`src/rtl/spi_reg_bridge_pkg.sv`:
```
// Shared definitions for the SPI-to-control-register bridge.
// Contents: SPI FSM state encoding, reg0 bit positions, R/W opcode values
// and the reg0 reset value. No ports.
package spi_reg_pkg;

  typedef enum logic [2:0] {
    ST_IDLE,
    ST_CMD,
    ST_ADDR,
    ST_DATA,
    ST_HOLD
  } state_t;

  // Bit positions inside control register 0
  localparam int SHUTTER = 0;
  localparam int MODE    = 1;
  localparam int RST_PIX = 2;
  localparam int APULSE  = 3;

  // First bit of every frame
  localparam logic OP_READ  = 1'b0;
  localparam logic OP_WRITE = 1'b1;

  // Pixel reset is released out of reset; every other reg0 bit is clear
  localparam logic [3:0] REG0_RST = 4'b0100;

endpackage

```
`src/rtl/spi_reg_bridge_if.sv`:
```
// Bus bundle of the bridge: SPI slave pins plus the configuration stream.
//   spi_cs     frame select, active low (master -> bridge)
//   spi_sdi    serial data into the bridge
//   spi_sdo    serial data out of the bridge
//   cfg_data   FIFO head word (bridge -> column logic)
//   cfg_valid  FIFO not empty
//   cfg_ready  consumer accepts cfg_data
// Modport master is the SPI host / consumer side, slave is the bridge.
interface spi_reg_bridge_if #(
  parameter int DATA_W = 8
);
  logic              spi_cs;
  logic              spi_sdi;
  logic              spi_sdo;
  logic [DATA_W-1:0] cfg_data;
  logic              cfg_valid;
  logic              cfg_ready;

  modport master (
    output spi_cs, spi_sdi, cfg_ready,
    input  spi_sdo, cfg_data, cfg_valid
  );

  modport slave (
    input  spi_cs, spi_sdi, cfg_ready,
    output spi_sdo, cfg_data, cfg_valid
  );
endinterface

```
`src/rtl/spi_reg_bridge_cfg_fifo.sv`:
```
// Synchronous configuration FIFO with fill level and sticky overflow flag.
//   clk, rst_n  clock and asynchronous active-low reset
//   push/wdata  write request; dropped (and overflow set) when full unless
//               a pop happens on the same edge
//   pop         pop request; ignored while empty
//   clr_ovf     clears the overflow flag (a new overflow on the same edge wins)
//   rdata       head word, valid when valid is high (no fall-through)
//   level       number of stored words, 0..DEPTH
//   ovf         sticky overflow flag
module cfg_fifo #(
  parameter int DATA_W = 8,
  parameter int DEPTH  = 8,
  localparam int PTR_W = $clog2(DEPTH),
  localparam int LVL_W = PTR_W + 1
) (
  input  logic              clk,
  input  logic              rst_n,
  input  logic              push,
  input  logic [DATA_W-1:0] wdata,
  input  logic              pop,
  input  logic              clr_ovf,
  output logic [DATA_W-1:0] rdata,
  output logic              valid,
  output logic [LVL_W-1:0]  level,
  output logic              ovf
);

  logic [DATA_W-1:0] mem [DEPTH];
  logic [PTR_W-1:0]  wr_ptr;
  logic [PTR_W-1:0]  rd_ptr;
  logic              do_pop;
  logic              do_push;

  assign do_pop  = pop && (level != '0);
  assign do_push = push && ((level < LVL_W'(DEPTH)) || do_pop);

  // NOTE: storage is deliberately not reset; only words covered by level are
  // ever observed, so clearing the array would buy nothing.
  always_ff @(posedge clk) begin
    if (do_push) mem[wr_ptr] <= wdata;
  end

  // NOTE: sequential state uses non-blocking assignments only, so every
  // right-hand side sees the pre-edge value regardless of statement order.
  always_ff @(posedge clk or negedge rst_n) begin
    if (!rst_n) begin
      wr_ptr <= '0;
      rd_ptr <= '0;
      level  <= '0;
      ovf    <= 1'b0;
    end else begin
      // Pointers are PTR_W wide, so the increment wraps modulo DEPTH
      if (do_push) wr_ptr <= wr_ptr + 1'b1;
      if (do_pop)  rd_ptr <= rd_ptr + 1'b1;
      if (do_push && !do_pop)      level <= level + 1'b1;
      else if (!do_push && do_pop) level <= level - 1'b1;
      if (push && !do_push) ovf <= 1'b1;
      else if (clr_ovf)     ovf <= 1'b0;
    end
  end

  assign rdata = mem[rd_ptr];
  assign valid = (level != '0);

endmodule

```
`src/rtl/spi_reg_bridge.sv`:
```
// SPI slave bridging to a control register bank, a read-only status bank
// and a configuration FIFO. Everything runs on the free-running spi_clk.
// Frame (MSB first): R/W bit (1 = write), ADDR_W address bits, DATA_W data.
// Address CFG_ADDR (all ones) writes into the FIFO and reads back
// {overflow, zeros, level}; reading it clears the overflow flag.
// Build option: define SPI_BURST_EN to keep streaming words after the first
// one (address auto-increments, CFG_ADDR stays put); otherwise the FSM
// parks in HOLD after one word until spi_cs rises.
// Ports:
//   spi_clk, rst_n  clock and asynchronous active-low reset
//   bus             spi_reg_bridge_if.slave: SPI pins + cfg stream
//   stat_in         status words, word i at address NUM_REGS+i
//   ctrl_regs       flat control bank, reg i at bits [i*DATA_W +: DATA_W]
//   shutter, mode, apulse_en  reg0 bits 0, 1, 3
//   rst_n_pixel     rst_n AND reg0 bit 2 (combinational)
module spi_reg_bridge
  import spi_reg_pkg::*;
#(
  parameter int DATA_W     = 8,
  parameter int ADDR_W     = 4,
  parameter int NUM_REGS   = 4,
  parameter int STAT_REGS  = 4,
  parameter int FIFO_DEPTH = 8
) (
  input  logic                          spi_clk,
  input  logic                          rst_n,
  spi_reg_bridge_if.slave               bus,
  input  logic [STAT_REGS*DATA_W-1:0]   stat_in,
  output logic [NUM_REGS*DATA_W-1:0]    ctrl_regs,
  output logic                          shutter,
  output logic                          mode,
  output logic                          apulse_en,
  output logic                          rst_n_pixel
);

  localparam int LVL_W   = $clog2(FIFO_DEPTH) + 1;
  localparam int CNT_MAX = (ADDR_W > DATA_W) ? ADDR_W : DATA_W;
  localparam int CNT_W   = $clog2(CNT_MAX);
  localparam logic [ADDR_W-1:0] CFG_ADDR = '1;

  state_t            state;
  logic [CNT_W-1:0]  cnt;
  logic              rw;
  logic [ADDR_W-1:0] addr;
  logic [DATA_W-2:0] data_sh;
  logic [DATA_W-1:0] sdo_sh;
  logic              sdo;

  logic              active;
  logic [ADDR_W-1:0] addr_next;
  logic [ADDR_W-1:0] addr_inc;
  logic [DATA_W-1:0] data_next;
  logic              addr_last;
  logic              data_last;
  logic              rd_load;
  logic [ADDR_W-1:0] rd_sel_addr;
  logic [DATA_W-1:0] rd_word;
  logic              wr_commit;
  logic              push;
  logic              clr_ovf;
  logic [LVL_W-1:0]  level;
  logic              ovf;

  assign active    = !bus.spi_cs;
  assign addr_next = {addr[ADDR_W-2:0], bus.spi_sdi};
  assign addr_inc  = (addr == CFG_ADDR) ? addr : addr + 1'b1;
  assign data_next = {data_sh, bus.spi_sdi};
  assign addr_last = ((state == ST_CMD) || (state == ST_ADDR)) &&
                     (cnt == CNT_W'(ADDR_W - 1));
  assign data_last = (state == ST_DATA) && (cnt == CNT_W'(DATA_W - 1));

`ifdef SPI_BURST_EN
  assign rd_load = active && (rw == OP_READ) && (addr_last || data_last);
`else
  assign rd_load = active && (rw == OP_READ) && addr_last;
`endif

  // At the end of the address phase the word comes from the address being
  // completed this edge; at a burst word boundary from the following one.
  assign rd_sel_addr = (state == ST_DATA) ? addr_inc : addr_next;

  assign wr_commit = active && data_last && (rw == OP_WRITE);
  assign push      = wr_commit && (addr == CFG_ADDR);
  assign clr_ovf   = rd_load && (rd_sel_addr == CFG_ADDR);

  // NOTE: rd_word gets a default before any conditional assignment, so
  // unmapped addresses read as zero and no latch is inferred.
  always_comb begin
    rd_word = '0;
    if (rd_sel_addr == CFG_ADDR) begin
      rd_word[LVL_W-1:0]  = level;
      rd_word[DATA_W-1]   = ovf;
    end
    for (int i = 0; i < NUM_REGS; i++) begin
      if (rd_sel_addr == ADDR_W'(i)) rd_word = ctrl_regs[i*DATA_W +: DATA_W];
    end
    for (int i = 0; i < STAT_REGS; i++) begin
      if (rd_sel_addr == ADDR_W'(NUM_REGS + i)) rd_word = stat_in[i*DATA_W +: DATA_W];
    end
  end

  always_ff @(posedge spi_clk or negedge rst_n) begin
    if (!rst_n) begin
      state     <= ST_IDLE;
      cnt       <= '0;
      rw        <= OP_READ;
      addr      <= '0;
      data_sh   <= '0;
      sdo_sh    <= '0;
      sdo       <= 1'b0;
      ctrl_regs <= (NUM_REGS*DATA_W)'(REG0_RST);
    end else if (!active) begin
      // Deselect aborts whatever is in flight; partial words never commit
      state <= ST_IDLE;
      cnt   <= '0;
      sdo   <= 1'b0;
    end else begin
      case (state)
        ST_IDLE: begin
          state <= ST_CMD;
          rw    <= bus.spi_sdi;
          cnt   <= '0;
          sdo   <= 1'b0;
        end
        ST_CMD, ST_ADDR: begin
          addr  <= addr_next;
          state <= ST_ADDR;
          cnt   <= cnt + 1'b1;
          if (addr_last) begin
            state <= ST_DATA;
            cnt   <= '0;
            if (rd_load) begin
              sdo    <= rd_word[DATA_W-1];
              sdo_sh <= {rd_word[DATA_W-2:0], 1'b0};
            end else begin
              // Writes shift zeros so spi_sdo stays low
              sdo_sh <= '0;
            end
          end
        end
        ST_DATA: begin
          data_sh <= data_next[DATA_W-2:0];
          sdo     <= sdo_sh[DATA_W-1];
          sdo_sh  <= {sdo_sh[DATA_W-2:0], 1'b0};
          cnt     <= cnt + 1'b1;
          if (data_last) begin
            cnt <= '0;
            if (rw == OP_WRITE) begin
              for (int i = 0; i < NUM_REGS; i++) begin
                if (addr == ADDR_W'(i)) ctrl_regs[i*DATA_W +: DATA_W] <= data_next;
              end
            end
`ifdef SPI_BURST_EN
            addr <= addr_inc;
            if (rd_load) begin
              sdo    <= rd_word[DATA_W-1];
              sdo_sh <= {rd_word[DATA_W-2:0], 1'b0};
            end
`else
            state <= ST_HOLD;
            sdo   <= 1'b0;
`endif
          end
        end
        ST_HOLD: sdo <= 1'b0;
        default: state <= ST_IDLE;
      endcase
    end
  end

  cfg_fifo #(
    .DATA_W (DATA_W),
    .DEPTH  (FIFO_DEPTH)
  ) u_cfg_fifo (
    .clk     (spi_clk),
    .rst_n   (rst_n),
    .push    (push),
    .wdata   (data_next),
    .pop     (bus.cfg_ready),
    .clr_ovf (clr_ovf),
    .rdata   (bus.cfg_data),
    .valid   (bus.cfg_valid),
    .level   (level),
    .ovf     (ovf)
  );

  assign bus.spi_sdo = sdo;
  assign shutter     = ctrl_regs[SHUTTER];
  assign mode        = ctrl_regs[MODE];
  assign apulse_en   = ctrl_regs[APULSE];
  assign rst_n_pixel = rst_n & ctrl_regs[RST_PIX];

endmodule

```
`src/flat_wrapper.sv`:
```
// flat-port wrapper written by rule: the top's interface ports become plain ports
module spi_reg_bridge_flat import spi_reg_pkg::*;
#(
  parameter int DATA_W     = 8,
  parameter int ADDR_W     = 4,
  parameter int NUM_REGS   = 4,
  parameter int STAT_REGS  = 4,
  parameter int FIFO_DEPTH = 8
)
  (spi_clk, rst_n, stat_in, ctrl_regs, shutter, mode, apulse_en, rst_n_pixel, bus_spi_cs, bus_spi_sdi, bus_cfg_ready, bus_spi_sdo, bus_cfg_data, bus_cfg_valid);
  spi_reg_bridge_if #(.DATA_W(DATA_W)) bus_i ();
  input  logic spi_clk;
  input  logic rst_n;
  input  logic [STAT_REGS*DATA_W-1:0] stat_in;
  output logic [NUM_REGS*DATA_W-1:0] ctrl_regs;
  output logic shutter;
  output logic mode;
  output logic apulse_en;
  output logic rst_n_pixel;
  input wire logic [$bits(bus_i.spi_cs)-1:0] bus_spi_cs;
  input wire logic [$bits(bus_i.spi_sdi)-1:0] bus_spi_sdi;
  input wire logic [$bits(bus_i.cfg_ready)-1:0] bus_cfg_ready;
  output wire logic [$bits(bus_i.spi_sdo)-1:0] bus_spi_sdo;
  output wire logic [$bits(bus_i.cfg_data)-1:0] bus_cfg_data;
  output wire logic [$bits(bus_i.cfg_valid)-1:0] bus_cfg_valid;
  assign bus_i.spi_cs = bus_spi_cs;
  assign bus_i.spi_sdi = bus_spi_sdi;
  assign bus_i.cfg_ready = bus_cfg_ready;
  assign bus_spi_sdo = bus_i.spi_sdo;
  assign bus_cfg_data = bus_i.cfg_data;
  assign bus_cfg_valid = bus_i.cfg_valid;
  spi_reg_bridge #(.DATA_W(DATA_W), .ADDR_W(ADDR_W), .NUM_REGS(NUM_REGS), .STAT_REGS(STAT_REGS), .FIFO_DEPTH(FIFO_DEPTH)) u_core (.spi_clk(spi_clk), .rst_n(rst_n), .bus(bus_i), .stat_in(stat_in), .ctrl_regs(ctrl_regs), .shutter(shutter), .mode(mode), .apulse_en(apulse_en), .rst_n_pixel(rst_n_pixel));
endmodule
```
`config.mk`:
```
export PLATFORM = sky130hd
export DESIGN_NAME = spi_reg_bridge_flat
export DESIGN_NICKNAME = d
export VERILOG_FILES = /design/src/rtl/spi_reg_bridge_pkg.sv /design/src/rtl/spi_reg_bridge_if.sv /design/src/rtl/spi_reg_bridge_cfg_fifo.sv /design/src/rtl/spi_reg_bridge.sv /design/src/flat_wrapper.sv
export SDC_FILE = /design/constraint.sdc
export NUM_CORES = 1
export LEC_CHECK = 0
export CORE_UTILIZATION = 43
export DETAILED_ROUTE_END_ITERATION = 7
export MAX_ROUTING_LAYER = met4
export PLACE_DENSITY = 0.71
export SYNTH_ARGS = -nofsm -noshare
export SYNTH_HDL_FRONTEND = slang
export SYNTH_HIERARCHICAL = 1
export SYNTH_SLANG_ARGS = --single-unit
```
`constraint.sdc`:
```
create_clock -name spi_clk -period 7.48 [get_ports spi_clk]
set_input_delay 0.748 -clock spi_clk [delete_from_list [all_inputs] [get_ports spi_clk]]
set_output_delay 0.748 -clock spi_clk [all_outputs]
set_load 0.05 [all_outputs]
```
==> flow_summary.yaml, run 1 <==
outcome:
  status: "finished, violations left"
  violations: "design-rule violations"
clock_network:
  numClockSinks: 133
  number_of_levels_in_the_clock_h_tree: 4
  clock-root-buffer: "clkbuf_16"
  insertion_delay_ns: 0.42
  cts-hold-fix-buffers: 0
  cts_tree: "built"
  clkTransAtPathRegs_ns: 0.06
  resize_count_post_cts: 0
  cts_buffers: 17
  post_cts_setup_buffers: 0
  max-clock-path-buffers: 2
setup_path:
  worst_path_max_delay_cell: "dfrtp_1"
  crit_path_cell_trace: "mux4_1 -> mux2_2 -> clkdlybuf4s50_1"
  cpLargestDelayFamily: "multiplexers"
  cp_slowest_stage_delay_ns: 0.93
  end_kind: "output pin"
  worst_setup_path_start_kind: "register"
  required_ns: 6.73
  criticalPathCategory: "reg2out"
  critPathArrivalTime_ns: 3.02
  cp_num_buf_inv: 1
  cp_max_fo: 18
final_layout:
  non_filler_cells_final: 757
  fraction_of_final_layout_cells_sized_beyond_drive_strength_1_pct: 18.2
  final.fill_count: 1226
  antenna-diode-count: 0
  nets: 610
  flow.area_growth_from_synthesis_pct: 23.3
  finish.utilization_pct: 54.9
  post-route-cell-area_sq_um: 8040
logic_synthesis:
  synth.cell_area_sq_um: 6520
  synth.top_cell.area_share_pct: 29.5
  synth_edf_count: 64
  postSynth.asyncResetShare_pct: 51.9
  parity_gate_share_of_the_synthesized_area_counting_xor_and_xnor_cells_pct: 1.07
  main_combinational_cell_family_by_area_after_synthesis: "multiplexers"
  synth-seq-cells: 133
  netlist-cell-type-count: 75
  synth_top_cells_by_area: "edfxtp_1 29%, dfrtp_1 26%, mux2_2 8.8%"
  synth_nets: 528
  post-synth-top-count-cell: "dfrtp_1"
  synthMuxAreaShare_pct: 15.9
  synthesis.area_per_instance_sq_um: 13.6
  syn_inst: 478
  ys.warnings.count: 6
  synth.cells.most_frequent: "68 x dfrtp_1, 64 x edfxtp_1, 51 x mux2_2"
  synth_adder_area_share_pct: 2.92
  synth-simple-area-share_pct: 9.82
  share_of_the_yosys_chip_area_belonging_to_registers_pct: 56.0
  library_cell_occupying_the_most_area_in_the_post_synthesis_netlist: "edfxtp_1"
  post_synthesis_compound_gate_area_fraction_pct: 11.2
  synth_top_flop_cell: "dfrtp_1"
sta:
  timing.final.setup_violations: 0
  fin_setup_tns_ns: 0
  worst_pin_slew_ns: 1.26
  shortest_period_the_worst_path_allows_ns: 3.77
  fmax_ghz: 0.265
  hold_viol_final: 0
  worst_slew_margin_rel_pct: 15.2
  finalClockSkew_ns: 0.00830
  rsz0062_at_grt: "false"
  drv_slew: 0
  finalCritPeriodShare_pct: 50.4
drt:
  drt_iter0_drc: 423
  first_pass_iteration_count_of_the_detailed_router: 8
  remaining_drc_errors: 4
  avgRoutedWirePerCell_um: 21.0
  drt-vias-per-instance: 5.90
  ant_nets: 0
  route.final.wire_length_um: 15900
  via_count: 4467
placement:
  numPlacedInstances: 725
  gp_congestion: 0.890
  postPlaceCellArea_sq_um: 7440
  dp_hpwl_um: 11200
  io_buffers: 82
floorplanning:
  placeableCoreArea_sq_um: 14600
  fp.dieW_um: 125
  initial_utilization_pct: 44.5
  fp.dieArea_sq_um: 15700
  io_pins: 83
  die-height_um: 125
  floorplan.rows: 44
power:
  power_per_cell_area_nw_per_um2: 272
  leakage_uw: 0.00307
  irDropWorstVdd_uv: 191
global_routing:
  first_global_vias: 4537
  grt_first_pass_wirelength_um: 25200
  busiest_layer: "met2"
  use_met1_pct: 26.5
  grt_util_met2_pct: 35.4
  track_usage_pct: 22.1
  grt_start_max_net_pins: 50
  antenna_found_initial: 0
  grt.overflow.total: 0
  gr-usage-met3_pct: 5.52
worst_hold_path:
  timing.hold.worst.class: "in2async"
run:
  cap_violations: 0
worst reg2reg max path: stages (launching register included):
cell and delay (ns):
dfrtp_1 0.55, nand3b_2 0.30, nor2_2 0.42, nand3_1 0.20, nor2_1 0.26, nand2_1 0.23
inv_1 0.10, ha_1 0.25, inv_1 0.14, ha_1 0.37, or4_1 0.55, o211ai_1 0.12
o211ai_1 0.10
power breakdown:
part	switching, uW	total (uW)	internal, uW
Sequential	104	934	830
Clock	323	851	527
Combinational	243	403	160
final cells by class:
cell class / count / area, sq um / area share [%]
clock inverter: 14 / 176 / 2.19
clock buffer: 18 / 429 / 5.34
sequential: 133 / 3650 / 45.4
multi-input combinational: 310 / 2670 / 33.2
tap: 184 / 230 / 2.86
timing repair buffer: 85 / 838 / 10.4
inverter: 13 / 48.8 / 0.607
sequential cells by signal (all words and copies together), names as in the netlist:
signal,count
u_core/addr,4
u_core/bus.spi_sdo,1
u_core/cnt,3
u_core/ctrl_regs,32
u_core/data_sh,7
u_core/rw,1
u_core/sdo_sh,7
u_core/state,3
u_core/u_cfg_fifo/level,4
u_core/u_cfg_fifo/mem,64
u_core/u_cfg_fifo/ovf,1
u_core/u_cfg_fifo/rd_ptr,3
u_core/u_cfg_fifo/wr_ptr,3
per-stage QoR:
step	setup slack [ns]	power [uW]	hold slack, ns
after global routing	3.41	2290	0.338
after global placement	3.54	1330	0.467
final	3.71	2190	0.303
after detailed placement	3.35	1340	0.482
after floorplan	4.22	1200	0.452
after CTS	3.68	2200	0.306
final timing paths:
check | from | endpoint | slack, ns | depth (start not counted)
min in group spi_clk | u_core/cnt[1]$_DFFE_PN0P_ | u_core/cnt[1]$_DFFE_PN0P_ | 0.50 | 2
worst min-delay path | rst_n | u_core/sdo_sh[5]$_DFFE_PN0P_ | 0.30 | 1
worst max-delay path | u_core/u_cfg_fifo/rd_ptr[0]$_DFFE_PN0P_ | bus_cfg_data[5] | 3.71 | 3
max in group asynchronous | rst_n | u_core/addr[1]$_DFFE_PN0P_ | 6.13 | 2
worst min register to register | u_core/cnt[1]$_DFFE_PN0P_ | u_core/cnt[1]$_DFFE_PN0P_ | 0.50 | 2
worst max register to register | u_core/state[1]$_DFFE_PN0P_ | u_core/u_cfg_fifo/level[3]$_DFFE_PN0P_ | 3.77 | 12
cell families after synthesis:
group	Yosys count
xor gates and xnor gates	8
DFF	133
AOI/OAI and AO/OA	97
buffers and inverters	35
muxes	71
adders and majority gates	15
and+or+nand+nor	119
cells in the final DEF (no fill, tap or decap), types with 3 or more instances in the layout:
cell | synthesis | layout
clkdlybuf4s50_1 | 0 | 81
nor3b_1 | 4 | 4
and2_1 | 5 | 5
clkinvlp_4 | 0 | 3
mux2i_1 | 3 | 3
nor2b_1 | 4 | 4
o221ai_1 | 5 | 5
bufinv_16 | 0 | 3
edfxtp_1 | 64 | 64
inv_1 | 12 | 12
nor2_1 | 19 | 19
o21ai_0 | 16 | 16
nand2_1 | 38 | 38
clkinv_4 | 0 | 3
a22oi_1 | 12 | 12
mux4_1 | 16 | 16
ha_1 | 12 | 12
mux2_2 | 51 | 51
a21oi_1 | 20 | 20
nand3_1 | 11 | 11
nand4_1 | 4 | 4
a221oi_1 | 4 | 4
nor3_1 | 7 | 7
o211ai_1 | 4 | 4
xnor2_1 | 7 | 7
o22ai_1 | 3 | 3
and3_1 | 4 | 4
a222oi_1 | 3 | 3
clkbuf_16 | 0 | 17
dfrtp_1 | 68 | 68
nand2b_1 | 5 | 5
buf_4 | 4 | 3
layer usage:
layer  vias to the layer above  wire [um]
met5                         -          0
met3                        40        838
met1                      2239       6630
li1                       2024          -
met4                         0        502
met2                       164       7910
Note: power is estimated with default switching activity, not from simulation.
==> run 2, diff against run 1 <==
clock period = 3.85 ns   (was 7.48 ns; I/O delays follow)
==> run 2 against run 1 <==
  * The flow now finishes without violations
  * Setup slack got worse by 3.3 ns
  * Global-route usage is 0.81 points higher
  * Die area unchanged
  * Wire length rose by 2.3%
  * First-iteration DRC count fell by 19%
  * Register-to-register slack worse by 3.4 ns
  * Cell area rose by 1.3%
  * Non-clock buffer count increased by 14
  * Sequential share of layout area fell by 0.59 points
  * Sequential cell count did not move
  * Clock-buffer cell count is 1 lower
  * Highest routed layer unchanged
==> flow_summary.yaml, run 2 (synthesis results as in run 1) <==
outcome:
  status: "complete, no violations"
sta:
  worst_pin_slew_ns: 0.733
  finalCritPeriodShare_pct: 90.7
  timing.final.setup_violations: 0
  final_hold_slack_ns: 0.469
  post-route-worst-setup-slack_ns: 0.360
  fmax_ghz: 0.287
  rsz0062_at_grt: "false"
  shortest_period_the_worst_path_allows_ns: 3.49
  worst_slew_margin_rel_pct: 51.1
  hold_viol_final: 0
  fin_setup_tns_ns: 0
  finalClockSkew_ns: 0.00883
  drv_slew: 0
placement:
  preCtsSetupSlack_ns: 0.281
  io_buffers: 82
  numPlacedInstances: 738
  dp_hpwl_um: 11500
  gp_congestion: 0.917
  postPlaceCellArea_sq_um: 7540
drt:
  remaining_drc_errors: 0
  drt-vias-per-instance: 5.84
  drt_iter0_drc: 343
  ant_nets: 0
  avgRoutedWirePerCell_um: 21.1
  via_count: 4506
  route.final.wire_length_um: 16200
  first_pass_iteration_count_of_the_detailed_router: 7
setup_path:
  worst_path_max_delay_cell: "dfrtp_1"
  required_ns: 4.15
  worst_setup_path_start_kind: "register"
  timing.reg2reg.setup_slack_ns: 0.36
  end_kind: "register"
  crit_path_cell_trace: "nand3b_2 -> nor2_2 -> nand3_1 -> nor2_1 -> nand2_1 -> inv_1 -> ha_1 -> inv_1 -> ha_1 -> or4_1 -> o211ai_1 -> o211ai_1"
  criticalPathCategory: "reg2reg"
  cp_max_fo: 11
  cp_slowest_stage_delay_ns: 0.56
  critPathArrivalTime_ns: 3.79
floorplanning:
  floorplan.rows: 44
  fp.dieW_um: 125
  fp.dieArea_sq_um: 15700
  io_pins: 83
  initial_utilization_pct: 44.5
  placeableCoreArea_sq_um: 14600
  die-height_um: 125
global_routing:
  track_usage_pct: 22.9
  grt_first_pass_wirelength_um: 25800
  antenna_found_initial: 0
  grt.overflow.total: 0
  first_global_vias: 4670
  grt_start_max_net_pins: 51
final_layout:
  post-route-cell-area_sq_um: 8150
  register_containing_the_most_flip_flops_in_the_final_layout: "u_core/u_cfg_fifo/mem"
  antenna-diode-count: 0
  fraction_of_final_layout_cells_sized_beyond_drive_strength_1_pct: 20.1
  non_filler_cells_final: 771
  flow.area_growth_from_synthesis_pct: 25.0
  nets: 624
  reg_top3: "u_core/u_cfg_fifo/mem: 64 flops, u_core/ctrl_regs: 32 flops"
  layout_commonest_cell: "clkdlybuf4s50_1"
  final.fill_count: 1220
  largest_register_ffs: 64
  sequential_cell_area_sq_um: 3650
  multi_input_comb_area_sq_um: 2670
  layout_common_cells: "81 x clkdlybuf4s50_1, 68 x dfrtp_1, 64 x edfxtp_1"
run:
  cap_violations: 0
clock_network:
  insertion_delay_ns: 0.43
  cts_buffers: 17
  clock-root-buffer: "clkbuf_16"
  clkTransAtPathRegs_ns: 0.06
  cts_tree: "built"
  number_of_levels_in_the_clock_h_tree: 4
  numClockSinks: 133
  max-clock-path-buffers: 2
  post_cts_setup_buffers: 0
power:
  power_per_cell_area_nw_per_um2: 523
  leakage_uw: 0.00314
  irDropWorstVdd_uv: 319
worst_hold_path:
  timing.hold.worst.class: "in2async"
-- run 2: cell types whose count changed in the layout (fill, tap and decap cells not counted), sizes merged --
cell and delta:
dlygate4sd3 +1, buf +13, inv +1, clkbuf -1
-- run 2: power breakdown --
part	switching (uW)	internal [uW]	total, uW
Clock	638	1020	1660
Combinational	482	331	813
Sequential	179	1610	1790
-- run 2: worst max-delay path: cells and delay by family, from the launching register on --
family	cells	cell delay, ns
AND/OR/NAND/NOR	6	1.70
adder cells (fa/ha/maj)	2	0.64
flip-flops	1	0.56
buffers and inverters	2	0.25
AO/OA/AOI/OAI	2	0.21
-- run 2: cell type report --
type | instances | share of cell area (%)
Timing Repair Buffer | 99 | 11.6
Tap cell | 184 | 2.82
Clock buffer | 17 | 5.22
Sequential cell | 133 | 44.8
Clock inverter | 15 | 2.20
Multi-Input combinational cell | 310 | 32.8
Inverter | 13 | 0.599
-- run 2: timing repair --
item,in CTS,in global routing
gates resized for setup,0,0
hold buffers,1,0
hold endpoints to repair,19,0
setup endpoints to repair,0,0
-- run 2: path summary, 6_finish.rpt --
check	from	endpoint	cells after the start
hold reg to reg	u_core/cnt[1]$_DFFE_PN0P_	u_core/cnt[1]$_DFFE_PN0P_	2
setup reg to reg	u_core/state[1]$_DFFE_PN0P_	u_core/u_cfg_fifo/level[3]$_DFFE_PN0P_	12
setup / recovery	u_core/state[1]$_DFFE_PN0P_	u_core/u_cfg_fifo/level[3]$_DFFE_PN0P_	12
hold / removal	rst_n	u_core/sdo_sh[7]$_DFFE_PN0P_	2
min in group spi_clk	u_core/cnt[1]$_DFFE_PN0P_	u_core/cnt[1]$_DFFE_PN0P_	2
max in group asynchronous	rst_n	u_core/sdo_sh[5]$_DFFE_PN0P_	3
-- run 2: per-stage QoR --
stage | power, uW | util, %
after floorplan | 2340 | -
after global placement | 2590 | 51.5
after detailed placement | 2610 | 51.5
after CTS | 4270 | 55.7
after global routing | 4450 | 55.7
final | 4260 | 55.7
-- run 2: routing by layer --
layer / track usage [%] / share of wire, % / wire, um
met2: 37.8 / 50 / 8160
met4: 10.8 / 3.7 / 607
met1: 26.1 / 41 / 6730
met5: - / 0 / 0
met3: 6.03 / 4.6 / 749
==> run 3, diff against run 2 <==
CORE_ASPECT_RATIO = 1.5   (was unset)
==> run 3 against run 2 <==
  * Global-route usage increased by 0.52 points
  * Sequential power about the same
  * Sequential cell count unchanged
  * Die area about the same
  * Combinational power increased by 3.7%
  * Cell area increased by 0.40%
  * Critical path depth unchanged
  * Register-to-register slack about the same
  * Largest power group unchanged
==> flow_summary.yaml, run 3 (synthesis results as in run 1) <==
final_layout:
  reg_top3: "u_core/u_cfg_fifo/mem: 64 flops, u_core/ctrl_regs: 32 flops"
  flow.area_growth_from_synthesis_pct: 25.5
  post-route-cell-area_sq_um: 8180
  antenna-diode-count: 0
  largest_register_ffs: 64
  register_containing_the_most_flip_flops_in_the_final_layout: "u_core/u_cfg_fifo/mem"
  layout_commonest_cell: "clkdlybuf4s50_1"
  fraction_of_final_layout_cells_sized_beyond_drive_strength_1_pct: 20.1
  nets: 623
  layout_common_cells: "81 x clkdlybuf4s50_1, 68 x dfrtp_1, 64 x edfxtp_1"
placement:
  postPlaceCellArea_sq_um: 7540
  gp_congestion: 0.904
  dp_hpwl_um: 12100
  io_buffers: 82
clock_network:
  clkTransAtPathRegs_ns: 0.07
  number_of_levels_in_the_clock_h_tree: 4
  max-clock-path-buffers: 2
  clock-root-buffer: "clkbuf_16"
  insertion_delay_ns: 0.42
  numClockSinks: 133
  cts_tree: "built"
  cts_buffers: 17
floorplanning:
  fp.dieArea_sq_um: 15700
  initial_utilization_pct: 44.5
  die-height_um: 153
  placeableCoreArea_sq_um: 14700
  io_pins: 83
  fp.dieW_um: 103
  floorplan.rows: 54
setup_path:
  criticalPathCategory: "reg2reg"
  reg_to_reg_end: "u_core/u_cfg_fifo/level[3]$_DFFE_PN0P_"
  end_kind: "register"
  cp_slowest_stage_delay_ns: 0.56
  worst_path_max_delay_cell: "or4_1"
  required_ns: 4.15
  critical_path.reg2reg.startpoint: "u_core/state[2]$_DFFE_PN0P_"
  timing.reg2reg.setup_slack_ns: 0.35
  worst_setup_path_start_kind: "register"
  crit_path_cell_trace: "nand3b_2 -> nor2_2 -> nand3_1 -> nor2_1 -> nand2_1 -> inv_1 -> ha_1 -> inv_1 -> ha_1 -> or4_1 -> o211ai_1 -> o211ai_1"
  critPathArrivalTime_ns: 3.80
  reg2regPathDepth: 12
  cp_max_fo: 10
sta:
  worst_pin_slew_ns: 0.904
  drv_slew: 0
  finalClockSkew_ns: 0.00813
  rsz0062_at_grt: "false"
  fmax_ghz: 0.286
  shortest_period_the_worst_path_allows_ns: 3.50
  fin_setup_tns_ns: 0
  hold_viol_final: 0
  finalCritPeriodShare_pct: 91.0
  final_hold_slack_ns: 0.359
  worst_slew_margin_rel_pct: 39.5
  timing.final.setup_violations: 0
drt:
  remaining_drc_errors: 0
  avgRoutedWirePerCell_um: 21.4
  route.final.wire_length_um: 16700
  ant_nets: 0
  drt_iter0_drc: 282
  via_count: 4551
  first_pass_iteration_count_of_the_detailed_router: 5
  drt-vias-per-instance: 5.82
outcome:
  status: "complete, no violations"
worst_hold_path:
  timing.hold.worst.class: "in2async"
power:
  power_per_cell_area_nw_per_um2: 528
  leakage_uw: 0.00315
  irDropWorstVdd_uv: 291
global_routing:
  grt_start_max_net_pins: 63
  grt_first_pass_wirelength_um: 26000
  antenna_found_initial: 0
  grt.overflow.total: 0
  first_global_vias: 4661
  track_usage_pct: 23.5
run:
  cap_violations: 0
run 3: worst max-delay path by stage:
stage / from / to / slack [ns] / cells past startpoint
6_report: u_core/state[2]$_DFFE_PN0P_ / u_core/u_cfg_fifo/level[3]$_DFFE_PN0P_ / 0.35 / 12
5_1_grt: u_core/state[1]$_DFFE_PN0P_ / u_core/u_cfg_fifo/level[3]$_DFFE_PN0P_ / 0.13 / 12
4_1_cts: u_core/state[2]$_DFFE_PN0P_ / u_core/u_cfg_fifo/level[3]$_DFFE_PN0P_ / 0.44 / 12
3_5_place_dp: bus_spi_cs / u_core/u_cfg_fifo/level[3]$_DFFE_PN0P_ / 0.34 / 12
3_3_place_gp: bus_spi_cs / u_core/u_cfg_fifo/level[3]$_DFFE_PN0P_ / 0.55 / 12
2_1_floorplan: u_core/state[2]$_DFFE_PN0P_ / u_core/u_cfg_fifo/level[3]$_DFFE_PN0P_ / 0.75 / 12
run 3: metrics by stage:
stage               std cells  utilization, %  setup slack [ns]  power (uW)
detailed placement        749            51.5             0.342        2650
floorplan                 478               -             0.751        2340
CTS                       782            55.8             0.435        4340
global placement          749            51.5             0.554        2620
finish                    782            55.8             0.348        4320
global route              782            55.8             0.127        4490
run 3: critical path, delay by kind of cell, from the launching register on:
family / cells / cell delay, ns
flops: 1 / 0.47
simple gates: 6 / 1.79
compound gates: 2 / 0.24
buf+inv: 2 / 0.26
fa+ha+maj: 2 / 0.63
run 3: area by class of cell:
type | count | area [sq um]
Clock buffer | 17 | 425
Clock inverter | 15 | 204
Fill cell | 1194 | 6480
Inverter | 13 | 48.8
Multi-Input combinational cell | 310 | 2670
Sequential cell | 133 | 3650
Tap cell | 196 | 245
Timing Repair Buffer | 98 | 938
run 3: report_power, final:
group	switching, uW	total (uW)	internal [uW]
clock network	697	1690	998
logic	497	843	346
registers	175	1790	1610
run 3: timing repair:
action,CTS,global route
resized for setup,0,0
hold buffers,1,0
setup buffers,0,0
endpoints found under the hold margin,7,0
run 3: routing by layer:
layer | track usage [%] | share of wire, % | up-vias
met5 | - | 0 | -
met3 | 4.94 | 4.7 | 38
li1 | - | - | 2057
met2 | 39.7 | 54 | 160
met4 | 10.6 | 2.9 | 0
met1 | 26.0 | 39 | 2296
